$ cat config.mk
export PLATFORM = sky130hd
export DESIGN_NAME = voice_sequencer
export DESIGN_NICKNAME = d
export VERILOG_FILES = /design/src/rtl/voice_sequencer.sv
export SDC_FILE = /design/constraint.sdc
export NUM_CORES = 1
export LEC_CHECK = 0
export ABC_AREA = 1
export CAP_MARGIN = 15
export CORE_ASPECT_RATIO = 1.2
export CORE_UTILIZATION = 30
export DETAILED_ROUTE_END_ITERATION = 16
export HOLD_SLACK_MARGIN = 0.02
export PLACE_DENSITY = 0.56
export SETUP_SLACK_MARGIN = 0.02
export SLEW_MARGIN = 30
export SYNTH_ARGS = -nofsm -noshare
export SYNTH_HDL_FRONTEND = slang
export SYNTH_SLANG_ARGS = --single-unit
export TNS_END_PERCENT = 10
$ cat constraint.sdc
create_clock -name clk -period 2.3 [get_ports clk]
set_clock_uncertainty 0.15 [all_clocks]
set_input_delay 0.575 -clock clk [delete_from_list [all_inputs] [get_ports clk]]
set_output_delay 0.575 -clock clk [all_outputs]
set_load 0.02 [all_outputs]
$ cat src/rtl/voice_sequencer.sv
// Time-multiplexes the shared voice datapath: once per sample tick, walks every
// voice through a READ/STEP pair and hands the datapath one step command per voice.
module voice_sequencer #(
    parameter int NUM_VOICES    = 4,
    parameter int VOICE_BITS    = 2,
    parameter int PERIOD_BITS   = 14,
    parameter int SAMPLE_PERIOD = 64
) (
    input  logic                   clk,
    input  logic                   rst_n,
    input  logic                   en,
    input  logic                   cfg_we,
    input  logic [VOICE_BITS-1:0]  cfg_voice,
    input  logic [PERIOD_BITS-1:0] cfg_period,
    output logic                   cfg_ready,
    output logic                   dp_valid,
    output logic [VOICE_BITS-1:0]  dp_voice,
    output logic [PERIOD_BITS-1:0] dp_period,
    output logic                   dp_oct_en,
    output logic                   sample_done,
    output logic                   overrun
);

    localparam int TW = (SAMPLE_PERIOD > 1) ? $clog2(SAMPLE_PERIOD) : 1;
    localparam logic [TW-1:0] T_LAST = TW'(SAMPLE_PERIOD - 1);
    localparam logic [VOICE_BITS-1:0] V_LAST = VOICE_BITS'(NUM_VOICES - 1);

    typedef enum logic [1:0] {S_IDLE, S_READ, S_STEP, S_DONE} state_t;

    state_t                 r_state, w_state_nxt;
    logic [TW-1:0]          r_timer;
    logic [15:0]            r_oct, r_oct_cap;
    logic [VOICE_BITS-1:0]  r_v, w_rd_idx;
    logic [PERIOD_BITS-1:0] r_lat;
    logic [PERIOD_BITS-1:0] r_period [NUM_VOICES];

    logic                   w_tick, w_accept, w_last_v, w_cfg_wr;
    logic [3:0]             w_exp;
    logic [15:0]            w_oct_mask;
    logic                   w_dp_valid, w_dp_oct_en, w_done;
    logic [VOICE_BITS-1:0]  w_dp_voice;
    logic [PERIOD_BITS-1:0] w_dp_period;

    assign w_tick    = en && (r_timer == T_LAST);
    assign w_accept  = w_tick && (r_state == S_IDLE);
    assign w_last_v  = (r_v == V_LAST);
    assign cfg_ready = (r_state != S_READ);
    assign w_cfg_wr  = cfg_we && cfg_ready && (int'(cfg_voice) < NUM_VOICES);
    // Next voice to fetch: voice 0 when leaving IDLE, otherwise the one after r_v.
    assign w_rd_idx  = (r_state == S_IDLE) ? '0 : r_v + 1'b1;

    always_ff @(posedge clk or negedge rst_n) begin
        if (!rst_n) r_state <= S_IDLE;
        else        r_state <= w_state_nxt;
    end

    always_comb begin
        w_state_nxt = r_state;
        case (r_state)
            S_IDLE: if (w_tick) w_state_nxt = S_READ;
            S_READ: w_state_nxt = S_STEP;
            S_STEP: w_state_nxt = w_last_v ? S_DONE : S_READ;
            S_DONE: w_state_nxt = S_IDLE;
            default: w_state_nxt = S_IDLE;
        endcase
    end

    // Outputs are computed for the state being entered and registered below.
    always_comb begin
        w_exp       = r_lat[PERIOD_BITS-1 -: 4];
        w_oct_mask  = (16'd1 << w_exp) - 16'd1;
        w_dp_valid  = (w_state_nxt == S_STEP);
        w_dp_voice  = '0;
        w_dp_period = '0;
        w_dp_oct_en = 1'b0;
        w_done      = (w_state_nxt == S_DONE);
        if (w_dp_valid) begin
            w_dp_voice  = r_v;
            w_dp_period = r_lat;
            w_dp_oct_en = ((r_oct_cap & w_oct_mask) == 16'd0);
        end
    end

    always_ff @(posedge clk or negedge rst_n) begin
        if (!rst_n) begin
            dp_valid    <= 1'b0;
            dp_voice    <= '0;
            dp_period   <= '0;
            dp_oct_en   <= 1'b0;
            sample_done <= 1'b0;
        end else begin
            dp_valid    <= w_dp_valid;
            dp_voice    <= w_dp_voice;
            dp_period   <= w_dp_period;
            dp_oct_en   <= w_dp_oct_en;
            sample_done <= w_done;
        end
    end

    always_ff @(posedge clk or negedge rst_n) begin
        if (!rst_n) begin
            r_timer   <= '0;
            r_oct     <= '0;
            r_oct_cap <= '0;
            overrun   <= 1'b0;
        end else begin
            if (en) r_timer <= (r_timer == T_LAST) ? '0 : r_timer + 1'b1;
            if (w_accept) begin
                r_oct_cap <= r_oct;
                r_oct     <= r_oct + 16'd1;
            end
            if (w_tick && r_state != S_IDLE) overrun <= 1'b1;
        end
    end

    // The period is snapshotted on entry to READ, so a write landing on the
    // same edge only shows up from the next sample.
    always_ff @(posedge clk or negedge rst_n) begin
        if (!rst_n) begin
            r_v   <= '0;
            r_lat <= '0;
        end else begin
            if (w_accept) r_v <= '0;
            else if (r_state == S_STEP && !w_last_v) r_v <= r_v + 1'b1;
            if (w_state_nxt == S_READ) r_lat <= r_period[w_rd_idx];
        end
    end

    always_ff @(posedge clk or negedge rst_n) begin
        if (!rst_n) begin
            for (int i = 0; i < NUM_VOICES; i++) r_period[i] <= '0;
        end else if (w_cfg_wr) begin
            r_period[cfg_voice] <= cfg_period;
        end
    end

endmodule

==> impl_results.md <==
- Pwr per Cell Area: 1250 nW/um2
- Outcome: completed
- Clk_lat worst skew: 420 ps
- Vias post-DR: 4520
- Clk sinks: 130
- Kind of critical path: reg -> out
- Cts bufs inserted: 17
- Die width: 128 um
- Slew at the pin with the worst max-slew slack: 551 ps
- Routability Congestion: 0.809
- Max IR drop VDD: 0.632 mV
- Routed Antenna Nets: 0
- Final Net Count: 749
- Switching power: 3.29 mW
- R2R Setup Slk: 300 ps
- Mean Syn Cell Area: 8.67 um2
- Final-report max-slew violation count: 0
- Final Hold Fails: 0
- Post-Syn Area: 5750 um2
- Ys flop type: dfrtp_1
- Met1 WL: 6030 um
- CP startpoint kind: flip-flop
- Number of enable flip-flop cells after synthesis: 0
- Post-CTS Setup Bufs: 0
- Top-count cell post-synth: nand2_1
- Std cell rows: 55
- Placed cell area: 6620 um2
- Die H: 154 um
- Clock power share: 0.307
- CP Data Required Time: 1570 ps
- HP Class: reg -> reg
- Mapped Nets: 688
- Highest metal used: met4
- Port Buffers: 40
- Fillers: 1965
- Register bit total from synthesis: 130
- Fmax: 0.469 GHz
- Core Util, Final: 0.384
- Vias in the first global route: 4445
- Fin crit share: 0.927
- Sequential area share after synthesis: 0.565
- Routed wire length: 13200 um
- CTS tree: yes
- Share of layout cells above drive strength 1: 0.107
- Via density: 4.55
- Largest family of logic cells by synthesized area: simple AND/OR/NAND/NOR gates
- Metal2 WL: 6650 um
- Combinational power share: 0.327
- Simple-Gate Fraction of Synth Area: 0.214
- RSZ-0062 raised after global routing: false
- Synth top cells by count: 162 x nand2_1, 130 x dfrtp_1, 85 x o21ai_0, 79 x nor2_1, 58 x inv_1
- Crit. End Element: primary output
- Clock transition at path regs: 60 ps
- Cell count after synthesis: 664
- Drc violations: 0
- Number of antenna violations at the first check in global routing: 0
- Pin count of the biggest net entering global routing: 49
- Synth Area in Adders: 0.00870
- Area contributors post-synth: dfrtp_1 57%, nand2_1 11%, o21ai_0 7.4%
- Ys Warns: 0
- Final antenna diode count: 0
- Lkg Pwr: 3.42 nW
- First-pass GRT wire length: 22300 um
- Met3 WL: 390 um
- Sw Ratio: 0.364
- Syn-to-layout area delta: 25.9%
- Unique masters post-synth: 28
- Dpl hpwl: 9030 um
- DR iter-0 viols: 398
- CP Data Arrival Time: 1410 ps
- Longest Clk Path Bufs: 2
- Fin Setup TNS: 0 ps
- Min cycle time layout: 2130 ps
- CTS root buf: clkbuf_16
- Synth async-reset ratio: 1.00
- P_int: 5.74 mW
- Post-synthesis mux area share: 0
- H-Tree Depth: 4
- Routed WL per cell: 13.3 um
- Finished Cell Area: 7240 um2
- Gr usage total: 0.147
- Core box area: 18900 um2
- Post-Synth XOR/XNOR Area: 0.0198
- Grt ovf: 0
- I/O pins: 41
- Relative slew slack: 0.632
- Initial Util: 0.305
- CP max FO: 4
- Yosys top cell area share: 0.565
- # setup viols final: 0
- Drt pass-1 iters: 5
- Sequential share of power: 0.366
- Die ar.: 19700 um2
- Synth Area in Compound Gates: 0.128
- Leading area contributor after synthesis: dfrtp_1
- Max cap viols: 0
cell type report:
cell class / count / area [um2] / area share
timing repair buffer: 69 / 692 / 0.0955
tap: 256 / 320 / 0.0442
clock inverter: 15 / 183 / 0.0252
sequential: 130 / 3250 / 0.449
inverter: 62 / 233 / 0.0321
clock buffer: 17 / 425 / 0.0587
multi-input combinational: 445 / 2140 / 0.295
power by group through the flow:
stage                     sequential (mW)  combinational (mW)  clock [mW]
after global routing                 3.38                3.36        2.93
after detailed placement             3.34                2.97           0
after global placement               3.33                2.94           0
final                                3.31                2.96        2.77
after floorplan                      3.34                1.93           0
after CTS                            3.30                2.98        2.82
repair_timing:
action,CTS,global route
hold endpoints to repair,26,0
resized for setup,2,1
hold buffers,1,0
endpoints found under the setup margin,1,1
registers in the layout, indices dropped and copies added (netlist names):
signal	count
dp_voice	2
dp_valid	1
r_period	56
r_state	2
dp_oct_en	1
sample_done	1
overrun	1
r_timer	6
dp_period	14
r_lat	14
r_oct_cap	15
r_oct	15
r_v	2
routing by layer:
metal	track usage	vias to the layer above
met5	0	-
met1	0.180	2151
met4	0.0538	0
li1	-	2282
met3	0.0324	13
met2	0.251	74
through the flow:
stage,hold WS [ps],setup WS (ps),power [mW],instances
3_5_place_dp,318,11.4,6.31,961
4_1_cts,332,133,9.10,994
2_1_floorplan,129,352,5.27,664
5_1_grt,350,57.5,9.67,994
6_report,328,168,9.03,994
3_3_place_gp,312,36.9,6.27,961
path summary, 6_finish.rpt:
check / depth (start not counted) / to / from
max in group asynchronous: 3 / r_period[42] / rst_n
setup reg to reg: 10 / dp_oct_en / r_lat[12]
setup / recovery: 3 / cfg_ready / r_state[1]
hold reg to reg: 2 / r_oct[13] / r_oct[13]
hold / removal: 2 / r_oct[13] / r_oct[13]
min in group asynchronous: 2 / r_timer[0] / rst_n
logic make-up after synthesis:
family / count (synthesis)
AND/OR/NAND/NOR: 292
AO/OA/AOI/OAI: 136
flip-flops: 130
buffers and inverters: 89
XOR/XNOR: 13
adder cells (fa/ha/maj): 4
placed cells by master, fill, tap and decap left out, drive strengths merged, types with 7 or more instances in the layout:
cell type / count
xor2: 10
buf: 29
nand3: 24
nand4: 10
nor3: 7
dfrtp: 130
clkbuf: 17
nand2: 164
inv: 66
o21ai: 102
nor2: 85
clkdlybuf4s50: 38
o22ai: 28
critical path, cell delays in order (launching register included):
cell and delay (ps):
dfrtp_2 450, nor2_4 150, inv_2 60, dlygate4sd2_1 320
Power figures use the tool's default switching activity.
